<file path="src/rtl/pio_fifo_pj.sv">
// ============================================================================
// Module   : pio_fifo_pj
// Purpose  : First-word-fall-through FIFO for the PIO TX/RX data paths.
//            The join mode doubles capacity. Define FIFO_ERR_EN to add the
//            sticky overflow/underflow flags and err_clr.
// Revision : 1.0
// ============================================================================
`default_nettype none

module pio_fifo_pj #(
   parameter int WIDTH = 32,
   parameter int DEPTH = 4,
   parameter int LW    = $clog2(2*DEPTH+1)
) (
   input  logic             clk,
   input  logic             reset,
   input  logic             fjoin,
   input  logic             push,
   input  logic [WIDTH-1:0] din,
   input  logic             pull,
   output logic [WIDTH-1:0] dout,
   output logic             empty,
   output logic             full,
   output logic [LW-1:0]    level,
   input  logic [LW-1:0]    thresh,
`ifdef FIFO_ERR_EN
   input  logic             err_clr,
   output logic             overflow,
   output logic             underflow,
`endif
   output logic             below
);

   localparam logic [LW-1:0] c_cap_n   = LW'(DEPTH);
   localparam logic [LW-1:0] c_cap_j   = LW'(2*DEPTH);
   localparam logic [LW-1:0] c_lvl_one = LW'(1);
   localparam logic [LW-2:0] c_ptr_one = (LW-1)'(1);

   logic [WIDTH-1:0] r_mem [0:2*DEPTH-1];
   logic [LW-2:0]    r_rd_ptr;
   logic [LW-2:0]    r_wr_ptr;
   logic [LW-1:0]    r_level;
   logic             r_join_q;

   logic [LW-1:0]    w_cap;
   logic [LW-1:0]    w_cap_m1;
   logic             w_flush;
   logic             w_push_ok;
   logic             w_pull_ok;
   logic [LW-2:0]    w_rd_nxt;
   logic [LW-2:0]    w_wr_nxt;

   assign w_cap    = r_join_q ? c_cap_j : c_cap_n;
   assign w_cap_m1 = w_cap - c_lvl_one;
   assign empty    = (r_level == '0);
   assign full     = (r_level == w_cap);
   assign level    = r_level;
   assign below    = (r_level < thresh);

   // A join change flushes the FIFO, so all traffic in that cycle is dropped.
   assign w_flush   = (fjoin != r_join_q);
   assign w_push_ok = push && !full  && !w_flush;
   assign w_pull_ok = pull && !empty && !w_flush;

   assign w_rd_nxt = (r_rd_ptr == w_cap_m1[LW-2:0]) ? '0 : r_rd_ptr + c_ptr_one;
   assign w_wr_nxt = (r_wr_ptr == w_cap_m1[LW-2:0]) ? '0 : r_wr_ptr + c_ptr_one;

   assign dout = empty ? '0 : r_mem[r_rd_ptr];

   always_ff @(posedge clk) begin
      if (reset) begin
         r_rd_ptr <= '0;
         r_wr_ptr <= '0;
         r_level  <= '0;
         r_join_q <= fjoin;
      end else if (w_flush) begin
         r_rd_ptr <= '0;
         r_wr_ptr <= '0;
         r_level  <= '0;
         r_join_q <= fjoin;
      end else begin
         if (w_push_ok) r_wr_ptr <= w_wr_nxt;
         if (w_pull_ok) r_rd_ptr <= w_rd_nxt;
         if (w_push_ok && !w_pull_ok)
            r_level <= r_level + c_lvl_one;
         else if (w_pull_ok && !w_push_ok)
            r_level <= r_level - c_lvl_one;
      end
   end

   // Storage is deliberately left unreset.
   always_ff @(posedge clk) begin
      if (w_push_ok) r_mem[r_wr_ptr] <= din;
   end

`ifdef FIFO_ERR_EN
   logic r_overflow;
   logic r_underflow;

   // A new error event takes priority over err_clr in the same cycle.
   always_ff @(posedge clk) begin
      if (reset || w_flush) begin
         r_overflow  <= 1'b0;
         r_underflow <= 1'b0;
      end else begin
         if (push && full)       r_overflow  <= 1'b1;
         else if (err_clr)       r_overflow  <= 1'b0;
         if (pull && empty)      r_underflow <= 1'b1;
         else if (err_clr)       r_underflow <= 1'b0;
      end
   end

   assign overflow  = r_overflow;
   assign underflow = r_underflow;
`endif

endmodule

`default_nettype wire

</file>
<file path="config.mk">
export PLATFORM = sky130hd
export DESIGN_NAME = pio_fifo_pj
export DESIGN_NICKNAME = d
export VERILOG_FILES = /design/src/rtl/pio_fifo_pj.sv
export SDC_FILE = /design/constraint.sdc
export NUM_CORES = 1
export LEC_CHECK = 0
export BUFFER_PORTS_ARGS = -buffer_cell sky130_fd_sc_hd__buf_2
export CORE_MARGIN = 5
export CORE_UTILIZATION = 58
export DETAILED_ROUTE_END_ITERATION = 12
export PLACE_DENSITY = 0.77
export SYNTH_ARGS = -nofsm -noshare
export SYNTH_HDL_FRONTEND = slang
export SYNTH_SLANG_ARGS = --single-unit
</file>
<file path="constraint.sdc">
create_clock -name clk -period 4.9 [get_ports clk]
set_clock_uncertainty 0.05 [all_clocks]
set_input_delay 0.245 -clock clk [delete_from_list [all_inputs] [get_ports clk]]
set_output_delay 0.245 -clock clk [all_outputs]
set_load 0.05 [all_outputs]
</file>
==> flow_summary.yaml <==
run_status:
  status: "finished clean"
detailed_routing:
  drtIter0Drc: 309
  routed_wirelength_mm: 20.7
  routed-via-count: 5317
  m1WireLength_mm: 8.64
  wire_per_inst_um: 23.4
  wl_met2_mm: 10.7
  post-route-drc-count: 0
  highest_layer: "met4"
  antenna_left: 0
  dr.pass1.iters: 5
  wl_met3_um: 976
  vias_per_cell: 6.01
floorplan:
  die_h_um: 146
  die_w_um: 146
  rows: 49
  start_util_pct: 59.1
  io_pins: 80
  coreArea_sq_um: 18000
  dieArea_sq_um: 21200
logic_synthesis:
  synth_xor_xnor_area_share_pct: 0.493
  synth_top_cell_by_area: "edfxtp_1"
  synth_area_leaders: "edfxtp_1 72%, mux4_2 13%, mux2i_1 3.2%"
  synth_adder_area_share_pct: 1.13
  synth-seq-area-share_pct: 74.8
  syn_inst: 511
  synth.distinct_cells: 42
  syn-num-nets: 561
  synthMuxAreaShare_pct: 16.9
  synth_top_family_by_area: "multiplexers"
  synth_compound_area_share_pct: 1.15
  syn_area_sq_um: 10700
  yosys_warnings: 0
  syn_avg_cell_area_sq_um: 20.9
  synth_simple_gate_area_share_pct: 3.22
  synth.top_cell.area_share_pct: 72.4
  synth-seq-cells: 270
timing:
  fin_crit_ns: 3.40
  maxSlewViolCount: 0
  period_share_pct: 69.3
  worstMarginPinSlew_ns: 1.26
  finalSetupViolCount: 0
  tns_ns: 0
  hold_viol: 0
  finalWorstSetupSlack_ns: 1.50
  slew_headroom_pct: 16.3
  fmax_ghz: 0.295
  grt_setup_unrepaired: "no"
cts:
  cts_tree: "done"
  cts_buffers: 27
  clockRootBuffer: "clkbuf_16"
  htreeDepth: 1
  cts.sinks: 270
  clock_latency_ns: 0.53
  clk_path_buf_depth: 3
  clk_pin_slew_worst_paths_ns: 0.06
setup_path:
  r2r_end: "r_mem[3][18]"
  reg2reg_depth: 4
  worstPathMaxFanout: 50
  cp-start-kind: "flop"
  cp_data_required_time_ns: 4.61
  cp_slowest_cell: "dfxtp_4"
  critPathArrivalTime_ns: 3.10
  endpoint_kind: "primary output"
  path_class: "flop to primary output"
  r2r_slack_ns: 1.94
  r2r-start: "r_join_q"
  cp_num_buf_inv: 2
  crit_chain: "buf_4 -> mux4_2 -> mux2i_1 -> nor2_1 -> buf_2"
  slowest_delay_ns: 1.03
  critical-path-top-delay-family: "flip-flops"
placement:
  io_buffers: 79
  pre_cts_ws_ns: 1.92
  hpwl_mm: 11.5
  place_congestion: 0.759
  place_area_sq_um: 11200
grt:
  grt_max_degree: 51
  gr-total-overflow: 0
  grt_pass1_vias: 5653
  antenna_found_initial: 1
  grt_pass1_wl_mm: 32.5
  grt_util_all_layers_pct: 19.6
run:
  maxCapViolCount: 0
power:
  p_total_mw: 5.41
  p_leak_nw: 4.13
  worst_ir_drop_vdd_mv: 0.350
  powerDensity_nw_per_um2: 432
final_layout:
  syn_to_final_growth_pct: 17.6
  finish.utilization_pct: 69.6
  nets: 684
  stdcell_area_sq_um: 12500
  drive_above_1_share_pct: 32.2
hold_path:
  hp-class: "input pin to flop"
  holdPathStages: 3
  min_from: "pull"
## layout make-up
class                   count  area (sq um)
diodes                      1          2.50
clock buffers              29           683
clock inverters            21           273
fillers                  1138          5490
inverters                   8          30.0
multi-input cells         207          2490
flip-flops and latches    270          7980
well taps                 229           287
repair buffers            120           791
## registers in the layout, summed over array words and instances, names as in the netlist, named ones only
register and count:
r_join_q 1, r_wr_ptr 3, r_mem 256, level 4
r_rd_ptr 3
## metrics by stage
| stage | cells | hold WS (ns) |
|---|---|---|
| final | 885 | 0.0366 |
| after global routing | 885 | 0.0358 |
| after CTS | 884 | 0.0291 |
| after detailed placement | 799 | 0.437 |
| after global placement | 799 | 0.416 |
| after floorplan | 511 | 0.294 |
## power by group
group	leakage [nW]	switching (mW)	total, mW	internal (mW)
logic	1.25	0.427	0.622	0.194
clock network	0.456	0.858	2.19	1.33
registers	2.43	0.0369	2.60	2.57
## tightest hold or removal path, cell delays in order
cell     delay, ns
buf_2         0.13
nand3_1       0.09
a21oi_1       0.09
## repair_timing
action | in CTS | in global routing
hold buffers | 35 | 0
endpoints found under the hold margin | 262 | 0
resized for setup | 0 | 0
setup buffers | 0 | 0
## worst max-delay path by stage
stage	depth (start not counted)	slack (ns)	end	startpoint
after global routing	5	1.24	dout[30]	flop
final	5	1.50	dout[30]	flop
after floorplan	4	0.82	r_mem[0][0]	level[2]
after detailed placement	4	1.92	r_mem[3][17]	r_join_q
after CTS	5	1.43	dout[30]	flop
after global placement	4	2.03	r_mem[3][19]	r_join_q
## Yosys cell counts (all sizes together)
master / instances
nor2b: 1
edfxtp: 257
and3: 1
xor2: 2
dfxtp: 13
mux2: 1
nand2: 6
inv: 8
o21ai: 3
nand2b: 4
nand4: 1
mux4: 64
a21o: 3
clkbuf: 4
mux2i: 34
buf: 22
or4: 1
nor3: 2
xnor2: 4
a21oi: 8
o31ai: 1
nor3b: 1
ha: 8
and2: 1
o221ai: 1
nand3: 6
o41ai: 1
nand4b: 2
fa: 1
nor2: 48
and3b: 1
a211o: 1
## cells by family (layout without fill, tap and decap cells)
kind of cell,after synthesis,in the layout
AOI/OAI and AO/OA,18,18
xor gates and xnor gates,6,6
adders and majority gates,9,9
buffers and inverters,34,178
DFF,270,270
muxes,99,99
other,0,1
and+or+nand+nor,75,75
## placed cells by master (no fill, tap or decap), types with 3 or more instances in the layout
cell type and instances:
a21o_1 3, a21oi_1 8, buf_2 79, buf_4 6
bufinv_16 6, clkbuf_16 27, clkinv_2 6, clkinvlp_4 5
dfxtp_1 10, dlygate4sd3_1 35, edfxtp_1 257, ha_1 8
inv_1 7, mux2i_1 34, mux4_2 63, nand2_1 6
nand2b_1 4, nand3_1 5, nor2_1 42, nor2_4 6
xnor2_1 4
## per-layer routing
layer / vias up / GRT usage, %
li1: 2323 / -
met5: - / 0
met2: 166 / 32.6
met3: 40 / 3.24
met4: 0 / 4.48
met1: 2788 / 28.0
Power figures use the tool's default switching activity.
